$ cat src/rtl/nco_pkg.sv
// Shared types and default widths for the NCO frequency-sweep sequencer.
package nco_pkg;

  localparam int unsigned FCW_W_DFLT = 32;
  localparam int unsigned CNT_W_DFLT = 16;

  typedef enum logic [1:0] {
    StIdle,
    StDwell,
    StDone
  } sweep_state_e;

endpackage

$ cat src/rtl/nco_dwell_timer.sv
// Dwell counter: counts 0..hold-1 and flags the last cycle of each FCW hold period.
// A hold of 0 is treated as 1, so o_tc is then asserted every cycle.
module nco_dwell_timer
  import nco_pkg::*;
#(
  parameter int unsigned CNT_W = CNT_W_DFLT
) (
  input  logic             i_clk,
  input  logic             i_rst_n,
  input  logic             i_clr,
  input  logic [CNT_W-1:0] i_hold,
  output logic             o_tc
);

  logic [CNT_W-1:0] r_cnt;
  logic [CNT_W-1:0] w_hold;

  assign w_hold = (i_hold == '0) ? CNT_W'(1) : i_hold;
  assign o_tc   = (r_cnt == w_hold - CNT_W'(1));

  // Wraps on terminal count so back-to-back hold periods need no extra clear.
  always_ff @(posedge i_clk) begin
    if (!i_rst_n) begin
      r_cnt <= '0;
    end else if (i_clr || o_tc) begin
      r_cnt <= '0;
    end else begin
      r_cnt <= r_cnt + CNT_W'(1);
    end
  end

endmodule

$ cat src/rtl/nco_sweep_ctrl.sv
// NCO frequency-sweep sequencer: steps the FCW from a start value, holding each value for a dwell.
// Define SWEEP_BIDIR_EN for a triangle (up then back down) sweep; default is up-sweep only.
module nco_sweep_ctrl
  import nco_pkg::*;
#(
  parameter int unsigned FCW_W = FCW_W_DFLT,
  parameter int unsigned CNT_W = CNT_W_DFLT
) (
  input  logic             i_clk,
  input  logic             i_rst_n,
  input  logic             i_start,
  input  logic             i_abort,
  input  logic [FCW_W-1:0] i_fcw_start,
  input  logic [FCW_W-1:0] i_fcw_step,
  input  logic [CNT_W-1:0] i_step_count,
  input  logic [CNT_W-1:0] i_dwell,
  output logic [FCW_W-1:0] o_fcw_out,
  output logic             o_fcw_valid,
  output logic             o_phase_clr,
  output logic             o_busy,
  output logic             o_done
);

  sweep_state_e     r_state, w_state_nxt;
  logic [FCW_W-1:0] r_fcw, w_fcw_nxt, w_fcw_stepped;
  logic [FCW_W-1:0] r_step;
  logic [CNT_W-1:0] r_dwell;
  logic [CNT_W-1:0] r_steps_left, w_steps_nxt;
  logic             r_valid, w_valid_nxt;
  logic             r_clr, w_clr_nxt;
  logic             r_busy, w_busy_nxt;
  logic             r_done, w_done_nxt;
  logic             w_load;
  logic             w_tc;
  logic             w_tmr_clr;

`ifdef SWEEP_BIDIR_EN
  logic             r_dir_down, w_dir_nxt;
  logic [CNT_W-1:0] r_step_count;

  assign w_fcw_stepped = r_dir_down ? (r_fcw - r_step) : (r_fcw + r_step);
`else
  assign w_fcw_stepped = r_fcw + r_step;
`endif

  // Timer only runs while dwelling; it is zero on the first DWELL cycle.
  assign w_tmr_clr = (r_state != StDwell);

  nco_dwell_timer #(
    .CNT_W(CNT_W)
  ) u_dwell_timer (
    .i_clk  (i_clk),
    .i_rst_n(i_rst_n),
    .i_clr  (w_tmr_clr),
    .i_hold (r_dwell),
    .o_tc   (w_tc)
  );

  always_comb begin
    w_state_nxt = r_state;
    w_fcw_nxt   = r_fcw;
    w_steps_nxt = r_steps_left;
    w_valid_nxt = 1'b0;
    w_clr_nxt   = 1'b0;
    w_busy_nxt  = 1'b0;
    w_done_nxt  = 1'b0;
    w_load      = 1'b0;
`ifdef SWEEP_BIDIR_EN
    w_dir_nxt   = r_dir_down;
`endif
    unique case (r_state)
      StIdle: begin
        if (i_start && !i_abort) begin
          w_load      = 1'b1;
          w_state_nxt = StDwell;
          w_fcw_nxt   = i_fcw_start;
          w_steps_nxt = i_step_count;
          w_valid_nxt = 1'b1;
          w_clr_nxt   = 1'b1;
          w_busy_nxt  = 1'b1;
`ifdef SWEEP_BIDIR_EN
          w_dir_nxt   = 1'b0;
`endif
        end
      end
      StDwell: begin
        if (i_abort) begin
          w_state_nxt = StIdle;
        end else begin
          w_busy_nxt = 1'b1;
          if (w_tc) begin
            if (r_steps_left != '0) begin
              w_fcw_nxt   = w_fcw_stepped;
              w_steps_nxt = r_steps_left - CNT_W'(1);
              w_valid_nxt = 1'b1;
`ifdef SWEEP_BIDIR_EN
            end else if (!r_dir_down && (r_step_count != '0)) begin
              // Turn around at the peak: first down step happens here.
              w_dir_nxt   = 1'b1;
              w_fcw_nxt   = r_fcw - r_step;
              w_steps_nxt = r_step_count - CNT_W'(1);
              w_valid_nxt = 1'b1;
`endif
            end else begin
              w_state_nxt = StDone;
              w_busy_nxt  = 1'b0;
              w_done_nxt  = 1'b1;
            end
          end
        end
      end
      StDone: begin
        w_state_nxt = StIdle;
      end
      default: begin
        w_state_nxt = StIdle;
      end
    endcase
  end

  always_ff @(posedge i_clk) begin
    if (!i_rst_n) begin
      r_state      <= StIdle;
      r_fcw        <= '0;
      r_step       <= '0;
      r_dwell      <= '0;
      r_steps_left <= '0;
      r_valid      <= 1'b0;
      r_clr        <= 1'b0;
      r_busy       <= 1'b0;
      r_done       <= 1'b0;
    end else begin
      r_state      <= w_state_nxt;
      r_fcw        <= w_fcw_nxt;
      r_steps_left <= w_steps_nxt;
      r_valid      <= w_valid_nxt;
      r_clr        <= w_clr_nxt;
      r_busy       <= w_busy_nxt;
      r_done       <= w_done_nxt;
      if (w_load) begin
        r_step  <= i_fcw_step;
        r_dwell <= i_dwell;
      end
    end
  end

`ifdef SWEEP_BIDIR_EN
  always_ff @(posedge i_clk) begin
    if (!i_rst_n) begin
      r_dir_down   <= 1'b0;
      r_step_count <= '0;
    end else begin
      r_dir_down <= w_dir_nxt;
      if (w_load) begin
        r_step_count <= i_step_count;
      end
    end
  end
`endif

  assign o_fcw_out   = r_fcw;
  assign o_fcw_valid = r_valid;
  assign o_phase_clr = r_clr;
  assign o_busy      = r_busy;
  assign o_done      = r_done;

endmodule

$ cat config.mk
export PLATFORM = sky130hd
export DESIGN_NAME = nco_sweep_ctrl
export DESIGN_NICKNAME = d
export VERILOG_FILES = /design/src/rtl/nco_pkg.sv /design/src/rtl/nco_dwell_timer.sv /design/src/rtl/nco_sweep_ctrl.sv
export SDC_FILE = /design/constraint.sdc
export NUM_CORES = 1
export LEC_CHECK = 0
export BUFFER_PORTS_ARGS = -buffer_cell sky130_fd_sc_hd__buf_2
export CORE_MARGIN = 5
export CORE_UTILIZATION = 57
export CTS_BUF_LIST = sky130_fd_sc_hd__clkbuf_16
export DETAILED_ROUTE_END_ITERATION = 8
export PLACE_DENSITY = 0.83
export SLEW_MARGIN = 20
export SYNTH_ARGS = -nofsm -noshare
export SYNTH_HDL_FRONTEND = slang
export SYNTH_HIERARCHICAL = 1
export SYNTH_SLANG_ARGS = --single-unit
$ cat constraint.sdc
create_clock -name i_clk -period 5.92 [get_ports i_clk]
set_input_delay 1.48 -clock i_clk [delete_from_list [all_inputs] [get_ports i_clk]]
set_output_delay 1.48 -clock i_clk [all_outputs]
set_load 0.02 [all_outputs]
### Word level (Yosys, flattened, before mapping)

Index checks and enable logic that the tools add are counted.

| operators by class | value |
|---|---|
| add/subtract/negate cells | 4 |
| equal/unequal tests | 9 |
| mux-type cells | 26 |
| bitwise gates (word level) | 3 |
| reductions and logical operators | 11 |

Operators by type and width:

| cell | count |
|---|---|
| 32-bit two-way mux | 4 |
| 16-bit two-way mux | 5 |
| 32-bit case mux with 2 select lines | 1 |
| 32-bit adder | 1 |
| 16-bit case mux with 2 select lines | 1 |
| 16-bit by 1-bit subtractor with 16-bit output, second input constant | 2 |
| 16-bit by 1-bit adder with 16-bit output, second input constant | 1 |
| 16-bit == test | 1 |
| 16-bit logical NOT | 1 |
| 16-bit nonzero test | 1 |
| 1-bit two-way mux | 8 |
| 2-bit two-way mux | 4 |
| 2-bit inequality test, second input constant | 3 |
| 5-bit AND reduction | 1 |
| 2-bit by 1-bit inequality test with 1-bit output, second input constant | 2 |
| 1-bit case mux with 2 select lines | 2 |
| 2-bit case mux with 2 select lines | 1 |
| 4-bit OR reduction | 1 |
| 3-bit by 2-bit inequality test with 1-bit output, second input constant | 1 |
| 3-bit inequality test, second input constant | 1 |
| 1-bit NOT | 3 |
| 3-bit AND reduction | 1 |
| 2-bit by 1-bit == test with 1-bit output, second input constant | 1 |
| 2-bit logical NOT | 1 |
| other kinds (5) | 5 |

| word-level totals | value |
|---|---|
| register bits after elaboration | 118 |
| bits of input ports | 100 |

### Logic depth before layout (Yosys ltp)

Gate-level depths: netlist of the first run.

| depth | value |
|---|---|
| depth after elaboration | 7 |
| gate-level depth with buffers | 20 |
| gate-level depth less buffers | 16 |

### By module

Netlist of the first run, hierarchy kept.

Modules (own cells, without submodules):

| module | times used | cells each | area each (µm²) | seq. area each (µm²) |
|---|---|---|---|---|
| nco_sweep_ctrl | 1 | 803 | 6049.6 | 2042.0 |
| nco_dwell_timer | 1 | 153 | 1228.7 | 320.3 |

### Least setup slack after synthesis of the first run

Ideal clock, no wire load.

| timing | value |
|---|---|
| kind | reg2reg |
| start point | reg r_dwell[4] |
| end point | reg r_fcw[12], in the netlist o_fcw_out[12] |
| arrival | 4565 ps |
| required time | 5829 ps |
| slack | 1264 ps |
| cell stages (with the launch flop) | 20 |
| path buffers | 4 |
| clock period less this slack | 4656 ps |
| cell sequence | dfxtp_1 -> or4_1 -> buf_2 -> nor4_4 -> a31oi_1 -> ha_1 -> xnor2_1 -> a21oi_1 -> o21ai_0 -> or4_1 -> or4_1 -> nor4_4 -> buf_6 -> nor3b_2 -> o21a_1 -> or2_1 -> buf_2 -> buf_2 -> nor2_1 -> a311oi_1 |

| between the ends | value |
|---|---|
| word-level cells in the longest chain between the ends | 6 |

Ends and longest elaborated chain:

| item | line | RTL |
|---|---|---|
| from (decl) | nco_sweep_ctrl.sv:27 | `logic [CNT_W-1:0] r_dwell;` |
| from (signal assigned) | nco_sweep_ctrl.sv:142 | `r_dwell <= i_dwell;` |
| 16-bit logical NOT | nco_dwell_timer.sv:18 | `assign w_hold = (i_hold == '0) ? CNT_W'(1) : i_hold;` |
| 16-bit two-way mux * | nco_dwell_timer.sv:18 |  |
| 16-bit by 1-bit subtractor with 16-bit output * | nco_dwell_timer.sv:19 | `assign o_tc = (r_cnt == w_hold - CNT_W'(1));` |
| 16-bit == test * | nco_dwell_timer.sv:19 |  |
| net w_tc | nco_sweep_ctrl.sv:34 | `logic w_tc;` |
| 2-bit by 1-bit inequality test with 1-bit output (no line) * | n/a |  |
| 5-bit AND reduction (no line) * | n/a |  |
| to (signal assigned) | nco_sweep_ctrl.sv:134 | `r_fcw <= w_fcw_nxt;` |
| to (decl) | nco_sweep_ctrl.sv:25 | `logic [FCW_W-1:0] r_fcw, w_fcw_nxt, w_fcw_stepped;` |

Mark *: on every way through the listed nets, which the timed path passes. The rest lies on a longest branch.
A chain may end at the register's enable or synchronous reset.

### Final worst setup path of the first run

| timing | value |
|---|---|
| start point | reg r_dwell[4] |
| end point | reg r_fcw[6], in the netlist o_fcw_out[6] |

The elaborated chain is that of the path after synthesis.

==> results of run 1 <==
layout make-up:
class	instances	area (µm²)	share of cell area
clock buffers	17	425	0.0501
multi-input cells	765	4570	0.539
repair buffers	143	736	0.0867
well taps	172	215	0.0254
inverters	13	48.8	0.00575
flip-flops and latches	118	2360	0.278
clock inverters	14	121	0.0143
diodes	2	5.00	0.000590
cells in the mapped netlist (4+ instances only):
| master | n |
|---|---|
| sky130_fd_sc_hd__buf_2 | 10 |
| sky130_fd_sc_hd__o21a_1 | 11 |
| sky130_fd_sc_hd__buf_1 | 4 |
| sky130_fd_sc_hd__xnor2_1 | 32 |
| sky130_fd_sc_hd__a22oi_1 | 15 |
| sky130_fd_sc_hd__nand3_1 | 25 |
| sky130_fd_sc_hd__a211oi_1 | 14 |
| sky130_fd_sc_hd__nor4_1 | 8 |
| sky130_fd_sc_hd__o31ai_1 | 4 |
| sky130_fd_sc_hd__ha_1 | 35 |
| sky130_fd_sc_hd__nor3b_1 | 4 |
| sky130_fd_sc_hd__or4_1 | 4 |
| sky130_fd_sc_hd__mux2i_1 | 5 |
| sky130_fd_sc_hd__o21ai_0 | 50 |
| sky130_fd_sc_hd__nand4_1 | 14 |
| sky130_fd_sc_hd__a31oi_1 | 14 |
| sky130_fd_sc_hd__clkbuf_1 | 35 |
| sky130_fd_sc_hd__a311oi_1 | 8 |
| sky130_fd_sc_hd__nand2_1 | 179 |
| sky130_fd_sc_hd__nor2b_1 | 4 |
| sky130_fd_sc_hd__nor2_1 | 67 |
| sky130_fd_sc_hd__nor3_1 | 36 |
| sky130_fd_sc_hd__and3_1 | 10 |
| sky130_fd_sc_hd__a21o_1 | 10 |
| sky130_fd_sc_hd__dfxtp_1 | 118 |
| sky130_fd_sc_hd__a21oi_1 | 113 |
| sky130_fd_sc_hd__nand2b_1 | 4 |
| sky130_fd_sc_hd__buf_6 | 4 |
| sky130_fd_sc_hd__or3_1 | 4 |
| sky130_fd_sc_hd__inv_1 | 10 |
| sky130_fd_sc_hd__o22ai_1 | 10 |
| sky130_fd_sc_hd__xor2_1 | 24 |
| sky130_fd_sc_hd__o211ai_1 | 6 |
state kept, by name, summed over array words and instances, names as in the netlist:
name / count
o_fcw_out: 32
r_step: 32
r_dwell: 16
r_steps_left: 16
u_dwell_timer/r_cnt: 16
r_state: 2
o_busy: 1
o_done: 1
o_fcw_valid: 1
o_phase_clr: 1
per-layer routing:
metal	GRT usage	vias up	wire (µm)
met3	0.0572	45	1420
li1	-	3641	-
met2	0.453	289	9710
met5	0	-	0
met4	0.107	0	537
met1	0.357	3421	8960
kinds of logic (layout without fill, tap and decap cells):
family	after synthesis	count (layout)	share of synthesized area
buf+inv	73	187	0.0490
fa+ha+maj	36	36	0.0629
compound gates	281	281	0.237
mux	5	5	0.00688
other cells	0	2	0
flops	118	118	0.325
simple gates	387	387	0.252
xor+xnor	56	56	0.0674
tightest hold or removal path, stage by stage, from the launching register on:
cell and delay [ps]:
sky130_fd_sc_hd__dfxtp_1 310, sky130_fd_sc_hd__nand2_1 50, sky130_fd_sc_hd__a21oi_1 50
report_power, final:
group          internal (mW)  switching, mW  total, mW
registers              0.833         0.0353      0.868
logic                  0.154          0.245      0.398
clock network          0.604          0.362      0.965
total                   1.59          0.642       2.23
per-stage QoR:
step / instance area (µm²) / util / power [mW]
4_1_cts: 8480 / 0.674 / 2.23
5_1_grt: 8480 / 0.675 / 2.32
3_3_place_gp: 7930 / 0.631 / 1.27
2_1_floorplan: 7280 / - / 1.16
6_report: 8490 / 0.675 / 2.23
3_5_place_dp: 7930 / 0.631 / 1.27
worst paths after layout:
check | start | endpoint
max | r_dwell[4] | o_fcw_out[6]
min | r_step[0] | r_step[0]
max reg2reg | r_dwell[4] | o_fcw_out[6]
min reg2reg | r_step[0] | r_step[0]
==> impl_summary.txt, run 1 <==
----------------------------------------------------
[Logic synthesis]
  Top cell type by total area after synthesis ... sky130_fd_sc_hd__dfxtp_1
  Post-synth EDFFs ... 0
  Gate Count Post-Synth ... 956
  Syn Area/Cell ... 7.61 µm²
  Warnings from Yosys ... 6
  Synth async-reset ratio ... 0
  Net count after synthesis ... 1,092
  Part of the Yosys area used for sequential elements ... 0.325
  Cell area after synthesis ... 7280 µm²
  Library cells used by synthesis ... 73
  Share of the synthesized area in the top cell type ... 0.325
  FF+latch count, synth ... 118
  Leading register cell type out of synthesis ... sky130_fd_sc_hd__dfxtp_1
  Ranking of synthesized cells by area ... sky130_fd_sc_hd__dfxtp_1, sky130_fd_sc_hd__nand2_1, sky130_fd_sc_hd__a21oi_1, sky130_fd_sc_hd__ha_1, sky130_fd_sc_hd__xnor2_1

[Timing]
  Worst slew pin tran ... 1010 ps
  Post-Route Setup TNS ... 0 ps
  Slew margin rel. ... 0.324
  Unrepaired setup endpoints after global routing ... false
  Time the worst path needs with I/O delays and setup ... 5350 ps
  Smallest hold slack ... 458 ps
  Final setup viols ... 0
  Final hold violations ... 0
  Post-route clock period utilization ... 0.904
  Top achievable clock speed ... 187 MHz
  Number of pins exceeding their max-slew limit in the final report ... 0
  Setup slack after layout ... 568 ps
  Worst Clk Skew ... 9.97 ps

[Power and ir drop]
  Power Dens Cells ... 263 nW/µm²
  Static Leak ... 3.49 nW
  Maximum vdd ir drop ... 0.198 mV

[Setup path]
  Number of buffers and inverters on the critical path ... 1
  Critical path, cell by cell ... or4_1 > nor4_4 > a31oi_1 > ha_1 > nor3b_1 > nand2_1 > xnor2_1 > or4_1 > or4_1 > nor4_4 > nor3b_2 > o21a_1 > or2_2 > buf_4 > o211ai_1 > o21ai_1 > nor2_1
  Kind of end point of the critical path ... flop
  Critical path launch point type ... flop
  Largest fanout of any net on the critical path ... 28
  Critical path required time ... 6190 ps
  Worst reg-to-reg path cell count ... 17
  Most frequent cell on the critical path ... sky130_fd_sc_hd__or4_1
  Setup slack of the worst register-to-register path ... 570 ps
  Cell class contributing the biggest share of worst-path delay ... simple AND/OR/NAND/NOR gates
  Worst EP arrival ... 5620 ps
  Count of cell instances traversed by the critical path ... 17
  Crit path max-delay cell type ... sky130_fd_sc_hd__nor3b_1
  Worst Path Class, Setup ... flop to flop
  Longest individual stage delay on the worst path ... 740 ps

[Clock network]
  Clock-pin slew on the worst setup and hold paths ... 60 ps
  Longest Clk Path Bufs ... 2
  Later-pin clock latency in the skew report ... 420 ps
  Number of gates resized after cts ... 0
  Clock buffer count from CTS ... 17
  Cts hold-fix bufs ... 0
  H-Tree Depth ... 4
  Post-CTS repair timing setup buffer count ... 0
  Clock root buffer ... sky130_fd_sc_hd__clkbuf_16
  TritonCTS clock tree ... done
  Total clock sinks ... 118

[Die]
  Initial core utilization ... 0.579
  Core Region ... 12,600 µm²
  Site row count ... 41
  Area of the die ... 15,100 µm²
  Vertical die dimension ... 123 µm
  I/O pin count ... 136
  Die extent in x ... 123 µm

[Drt]
  Detail-routed net length per standard cell ... 16.6 µm
  Average vias per placed instance ... 5.95
  Number of vias after detailed routing ... 7,396
  DRC violation count after routing ... 0
  Drt first pass iters ... 6
  Number of DRC violations after detailed-routing iteration 0 ... 586
  Antenna Violating Nets Remaining ... 0
  Detailed Route WL ... 20,600 µm

[Global route]
  Number of antenna violations at the first check in global routing ... 1
  Global-route wire length before repair ... 33,500 µm
  Remaining global-route overflow ... 0
  Aggregate global-route resource usage ... 0.276
  Pin count of the biggest net entering global routing ... 88
  Via count of the first global-routing pass ... 7,054

[Finish]
  Post-route insts no fill ... 1,244
  Share of post-route cells with drive strength above 1 ... 0.185
  Fill cell instance count of the final layout ... 1,118
  Most frequent standard cell in the layout excluding fill and tap cells ... sky130_fd_sc_hd__nand2_1
  Leading cell types in the layout, fill and taps excluded ... sky130_fd_sc_hd__nand2_1, sky130_fd_sc_hd__buf_2, sky130_fd_sc_hd__dfxtp_1
  Area growth from synthesis to final layout ... 16.6%
  Total Nets Final ... 1,194

[Status]
  Outcome ... complete, no violations

[Place]
  Placed Cells incl. Taps ... 1,211
  Placer congestion estimate ... 0.941
  Post-placement setup slack ... 824 ps
  Post-DP HPWL ... 14,400 µm
  Total of buffers placed on input and output ports ... 135

[Hold path]
  Hold Crit Class ... flop to flop
  Depth of the worst hold-timing path ... 2

[Job]
  Number of max-cap violations ... 0

----------------------------------------------------
(Power assumes the default switching activity.)
==> inputs of run 2 (changes only) <==
==> constraint.sdc (replaced) <==
create_clock -name i_clk -period 6.1 [get_ports i_clk]
set_input_delay 0.305 -clock i_clk [delete_from_list [all_inputs] [get_ports i_clk]]
set_output_delay 0.305 -clock i_clk [all_outputs]
set_load 0.02 [all_outputs]
==> impl_summary.txt, run 2 (same netlist as run 1, synthesis figures left out) <==
----------------------------------------------------
[Global route]
  Pin count of the biggest net entering global routing ... 88
  Remaining global-route overflow ... 0
  Number of antenna violations at the first check in global routing ... 0
  Via count of the first global-routing pass ... 6,981
  Aggregate global-route resource usage ... 0.273
  Global-route wire length before repair ... 33,300 µm

[Place]
  Placed Instance Area ... 7930 µm²
  Total of buffers placed on input and output ports ... 135
  Placer congestion estimate ... 0.946
  Post-DP HPWL ... 14,300 µm

[Finish]
  Antenna diode count ... 0
  Footprint of the flip-flops and latches ... 2360 µm²
  Layout Cell Area excl Fill ... 8470 µm²
  Fill cell instance count of the final layout ... 1,085
  Most frequent standard cell in the layout excluding fill and tap cells ... sky130_fd_sc_hd__nand2_1
  Share of post-route cells with drive strength above 1 ... 0.180
  Multi-input combinational cell area ... 4570 µm²
  Leading cell types in the layout, fill and taps excluded ... sky130_fd_sc_hd__nand2_1, sky130_fd_sc_hd__buf_2, sky130_fd_sc_hd__dfxtp_1
  Total Nets Final ... 1,194
  Area growth from synthesis to final layout ... 16.4%

[Setup path]
  Count of cell instances traversed by the critical path ... 17
  Critical path launch point type ... flop
  Critical path required time ... 6410 ps
  Worst EP arrival ... 5610 ps
  Cell class contributing the biggest share of worst-path delay ... simple AND/OR/NAND/NOR gates
  Most frequent cell on the critical path ... sky130_fd_sc_hd__or4_1
  Crit path max-delay cell type ... sky130_fd_sc_hd__nor3b_1
  Worst Path Class, Setup ... flop to flop
  Longest individual stage delay on the worst path ... 650 ps
  Worst reg-to-reg path cell count ... 17
  FF-to-FF Start ... r_dwell[4]
  Number of buffers and inverters on the critical path ... 2
  Largest fanout of any net on the critical path ... 30
  Critical path, cell by cell ... or4_1 > nor4_4 > a31oi_1 > ha_1 > nor3b_1 > nand2_1 > xnor2_1 > or4_1 > or4_1 > nor4_4 > buf_4 > nor3b_2 > o21a_1 > or2_2 > buf_4 > nor2_1 > a311oi_1
  Launch point of the worst path ... r_dwell[4]
  Kind of end point of the critical path ... flop

[Clock network]
  Number of gates resized after cts ... 0
  Total clock sinks ... 118
  TritonCTS clock tree ... done
  H-Tree Depth ... 4
  Clock buffer count from CTS ... 17
  Clock-pin slew on the worst setup and hold paths ... 50 ps
  Cts hold-fix bufs ... 0
  Clock root buffer ... sky130_fd_sc_hd__clkbuf_16
  Later-pin clock latency in the skew report ... 420 ps
  Post-CTS repair timing setup buffer count ... 0
  Longest Clk Path Bufs ... 2

[Hold path]
  Depth of the worst hold-timing path ... 3
  Worst min-delay path startpoint ... i_fcw_step[3]
  Hold Crit Class ... input pin to flop

[Drt]
  Detailed Route WL ... 20,200 µm
  Top layer in use ... met4
  DRC violation count after routing ... 0
  Antenna Violating Nets Remaining ... 0
  Routed wire length on met2 ... 9440 µm
  Number of vias after detailed routing ... 7,356
  Drt first pass iters ... 5
  Detail-routed net length per standard cell ... 16.3 µm
  Number of DRC violations after detailed-routing iteration 0 ... 696
  Average vias per placed instance ... 5.92
  Sum of routed wire segments on met1 ... 8880 µm
  Met3 layer wire length in the routed design ... 1310 µm

[Timing]
  Slew margin rel. ... 0.300
  Worst Clk Skew ... 5.54 ps
  Number of pins exceeding their max-slew limit in the final report ... 0
  Post-route clock period utilization ... 0.868
  Time the worst path needs with I/O delays and setup ... 5300 ps
  Unrepaired setup endpoints after global routing ... false
  Worst slew pin tran ... 1050 ps
  Final setup viols ... 0
  Final hold violations ... 0
  Top achievable clock speed ... 189 MHz
  Post-Route Setup TNS ... 0 ps

[Die]
  Area of the die ... 15,100 µm²
  Die extent in x ... 123 µm
  Site row count ... 41
  Vertical die dimension ... 123 µm
  Initial core utilization ... 0.579
  Core Region ... 12,600 µm²
  I/O pin count ... 136

[Job]
  Number of max-cap violations ... 0

[Power and ir drop]
  Static Leak ... 3.52 nW
  Power Dens Cells ... 253 nW/µm²
  Maximum vdd ir drop ... 0.196 mV

[Status]
  Outcome ... complete, no violations

----------------------------------------------------
run 2: changes by cell type in the layout (fill, tap and decap cells not counted):
cell and delta:
sky130_fd_sc_hd__clkinvlp_4 -3, sky130_fd_sc_hd__clkinv_1 -1, sky130_fd_sc_hd__clkinv_2 -2, sky130_fd_sc_hd__diode_2 -2, sky130_fd_sc_hd__inv_1 +7
run 2: final cells by class:
type,count,share of cell area
multi-input combinational,765,0.540
sequential,118,0.279
timing repair buffer,143,0.0869
clock buffer,17,0.0502
tap,172,0.0254
clock inverter,15,0.0131
inverter,13,0.00576
run 2: stage by stage:
| step | worst slack [ps] | instances | power [mW] | utilization | hold slack (ps) |
|---|---|---|---|---|---|
| floorplan | 1440 | 956 | 1.13 | - | 384 |
| global placement | 954 | 1211 | 1.23 | 0.631 | 447 |
| detailed placement | 823 | 1211 | 1.23 | 0.631 | 454 |
| CTS | 842 | 1243 | 2.14 | 0.674 | 117 |
| global route | 300 | 1243 | 2.24 | 0.674 | 114 |
| finish | 805 | 1243 | 2.14 | 0.674 | 125 |
run 2: routing by layer:
metal,track usage,up-vias
met5,0,-
met4,0.114,0
met3,0.0645,50
met2,0.439,268
met1,0.354,3402
li1,-,3636
run 2: where the power goes:
group | internal (mW) | switching (mW)
sequential | 0.809 | 0.0349
clock | 0.581 | 0.335
combinational | 0.149 | 0.232
run 2: worst reg2reg max path, stage by stage (launching register included):
cell                       delay (ps)
sky130_fd_sc_hd__dfxtp_1          420
sky130_fd_sc_hd__or4_1            290
sky130_fd_sc_hd__nor4_4            70
sky130_fd_sc_hd__a31oi_1          220
sky130_fd_sc_hd__ha_1             210
sky130_fd_sc_hd__nor3b_1          650
sky130_fd_sc_hd__nand2_1          150
sky130_fd_sc_hd__xnor2_1          150
sky130_fd_sc_hd__or4_1            490
sky130_fd_sc_hd__or4_1            560
sky130_fd_sc_hd__nor4_4           140
sky130_fd_sc_hd__buf_4            250
sky130_fd_sc_hd__nor3b_2          260
sky130_fd_sc_hd__o21a_1           230
sky130_fd_sc_hd__or2_2            510
sky130_fd_sc_hd__buf_4            280
sky130_fd_sc_hd__nor2_1            50
sky130_fd_sc_hd__a311oi_1         260
run 2: worst paths after layout:
| kind | slack [ps] | end |
|---|---|---|
| max | 800 | o_fcw_out[3] |
| min | 130 | r_step[3] |
| max reg2reg | 800 | o_fcw_out[3] |
| min reg2reg | 460 | r_step[20] |
==> inputs of run 3 (changes only) <==
- CTS_BUF_LIST: sky130_fd_sc_hd__clkbuf_16 -> not set
==> impl_summary.txt, run 3 (same netlist as run 1, synthesis figures left out) <==
----------------------------------------------------
[Setup path]
  Critical path launch point type ... flop
  Critical path, cell by cell ... or4_1 > nor4_4 > a31oi_1 > ha_1 > nor3b_1 > nand2_1 > xnor2_1 > or4_1 > or4_1 > nor4_4 > buf_4 > nor3b_2 > o21a_1 > or2_2 > buf_4 > nor2_1 > a311oi_1
  Worst reg-to-reg path cell count ... 17
  Largest fanout of any net on the critical path ... 30
  Count of cell instances traversed by the critical path ... 17
  Number of buffers and inverters on the critical path ... 2
  Critical path required time ... 6410 ps
  Most frequent cell on the critical path ... sky130_fd_sc_hd__or4_1
  Longest individual stage delay on the worst path ... 650 ps
  Crit path max-delay cell type ... sky130_fd_sc_hd__nor3b_1
  Cell class contributing the biggest share of worst-path delay ... simple AND/OR/NAND/NOR gates
  Kind of end point of the critical path ... flop
  Worst EP arrival ... 5610 ps
  Worst Path Class, Setup ... flop to flop

[Drt]
  Drt first pass iters ... 5
  Number of vias after detailed routing ... 7,358
  Detail-routed net length per standard cell ... 16.3 µm
  Sum of routed wire segments on met1 ... 8910 µm
  Average vias per placed instance ... 5.92
  DRC violation count after routing ... 0
  Number of DRC violations after detailed-routing iteration 0 ... 661
  Antenna Violating Nets Remaining ... 0
  Detailed Route WL ... 20,200 µm
  Met3 layer wire length in the routed design ... 1320 µm
  Top layer in use ... met4
  Routed wire length on met2 ... 9440 µm

[Die]
  Initial core utilization ... 0.579
  Vertical die dimension ... 123 µm
  I/O pin count ... 136
  Site row count ... 41
  Core Region ... 12,600 µm²
  Area of the die ... 15,100 µm²
  Die extent in x ... 123 µm

[Hold path]
  Depth of the worst hold-timing path ... 3
  Hold Crit Class ... input pin to flop

[Timing]
  Post-Route Setup TNS ... 0 ps
  Smallest hold slack ... 127 ps
  Final hold violations ... 0
  Post-route clock period utilization ... 0.869
  Unrepaired setup endpoints after global routing ... false
  Slew margin rel. ... 0.303
  Final setup viols ... 0
  Worst slew pin tran ... 1040 ps
  Top achievable clock speed ... 189 MHz
  Number of pins exceeding their max-slew limit in the final report ... 0
  Worst Clk Skew ... 5.56 ps
  Time the worst path needs with I/O delays and setup ... 5300 ps

[Clock network]
  Post-CTS repair timing setup buffer count ... 0
  Clock root buffer ... sky130_fd_sc_hd__clkbuf_16
  H-Tree Depth ... 4
  TritonCTS clock tree ... done
  Total clock sinks ... 118
  Number of gates resized after cts ... 0
  Cts hold-fix bufs ... 0
  Clock buffer count from CTS ... 17
  Longest Clk Path Bufs ... 2
  Clock-pin slew on the worst setup and hold paths ... 50 ps
  Later-pin clock latency in the skew report ... 410 ps

[Global route]
  Remaining global-route overflow ... 0
  Via count of the first global-routing pass ... 6,982
  Pin count of the biggest net entering global routing ... 88
  Global-route wire length before repair ... 33,300 µm
  Aggregate global-route resource usage ... 0.273
  Number of antenna violations at the first check in global routing ... 0

[Place]
  Post-DP HPWL ... 14,300 µm
  Total of buffers placed on input and output ports ... 135
  Placed Instance Area ... 7930 µm²
  Placer congestion estimate ... 0.946

[Power and ir drop]
  Static Leak ... 3.48 nW
  Maximum vdd ir drop ... 0.196 mV
  Power Dens Cells ... 255 nW/µm²

[Job]
  Number of max-cap violations ... 0

[Finish]
  Fill cell instance count of the final layout ... 1,087
  Most frequent standard cell in the layout excluding fill and tap cells ... sky130_fd_sc_hd__nand2_1
  Utilization after layout ... 0.675
  Area growth from synthesis to final layout ... 16.5%
  Leading cell types in the layout, fill and taps excluded ... sky130_fd_sc_hd__nand2_1, sky130_fd_sc_hd__buf_2, sky130_fd_sc_hd__dfxtp_1
  Layout Cell Area excl Fill ... 8480 µm²
  Share of post-route cells with drive strength above 1 ... 0.181
  Antenna diode count ... 0
  Total Nets Final ... 1,194

[Status]
  Outcome ... complete, no violations

----------------------------------------------------
run 3: changes by cell type in the layout (fill, tap and decap cells not counted), sizes merged:
cell	delta
inv	-10
clkinv	-1
clkbuf	+11
run 3: path summary, 6_finish.rpt:
kind / start / to / slack [ps]
setup reg to reg: r_dwell[4] / o_fcw_out[3] / 800
setup / recovery: r_dwell[4] / o_fcw_out[3] / 800
hold reg to reg: r_step[20] / r_step[20] / 460
hold / removal: i_fcw_step[4] / r_step[4] / 130
run 3: through the flow:
step           setup slack, ps  power (mW)  instances
6_report                   801        2.17       1243
2_1_floorplan             1440        1.13        956
5_1_grt                    300        2.26       1243
3_3_place_gp               954        1.23       1211
4_1_cts                    842        2.17       1243
3_5_place_dp               823        1.23       1211
run 3: layout make-up:
| cell class | instances | area (µm²) | share of cell area |
|---|---|---|---|
| Timing Repair Buffer | 143 | 736 | 0.0868 |
| Tap cell | 172 | 215 | 0.0254 |
| Multi-Input combinational cell | 765 | 4570 | 0.539 |
| Sequential cell | 118 | 2360 | 0.279 |
| Inverter | 13 | 48.8 | 0.00575 |
| Clock buffer | 28 | 477 | 0.0562 |
| Clock inverter | 4 | 70.1 | 0.00826 |
run 3: report_power, final:
group	switching [mW]	leakage, nW	internal (mW)	total [mW]
combinational	0.232	2.25	0.149	0.381
clock	0.330	0.265	0.610	0.941
sequential	0.0350	0.964	0.809	0.844
total	0.597	3.48	1.57	2.17
run 3: per-layer routing:
layer | up-vias | track usage
li1 | 3635 | -
met4 | 0 | 0.114
met5 | - | 0
met2 | 257 | 0.440
met1 | 3423 | 0.353
met3 | 43 | 0.0645
run 3: worst min-delay path, cell delays in order:
cell	delay (ps)
sky130_fd_sc_hd__buf_2	90
sky130_fd_sc_hd__nand2_1	40
sky130_fd_sc_hd__a21oi_1	50
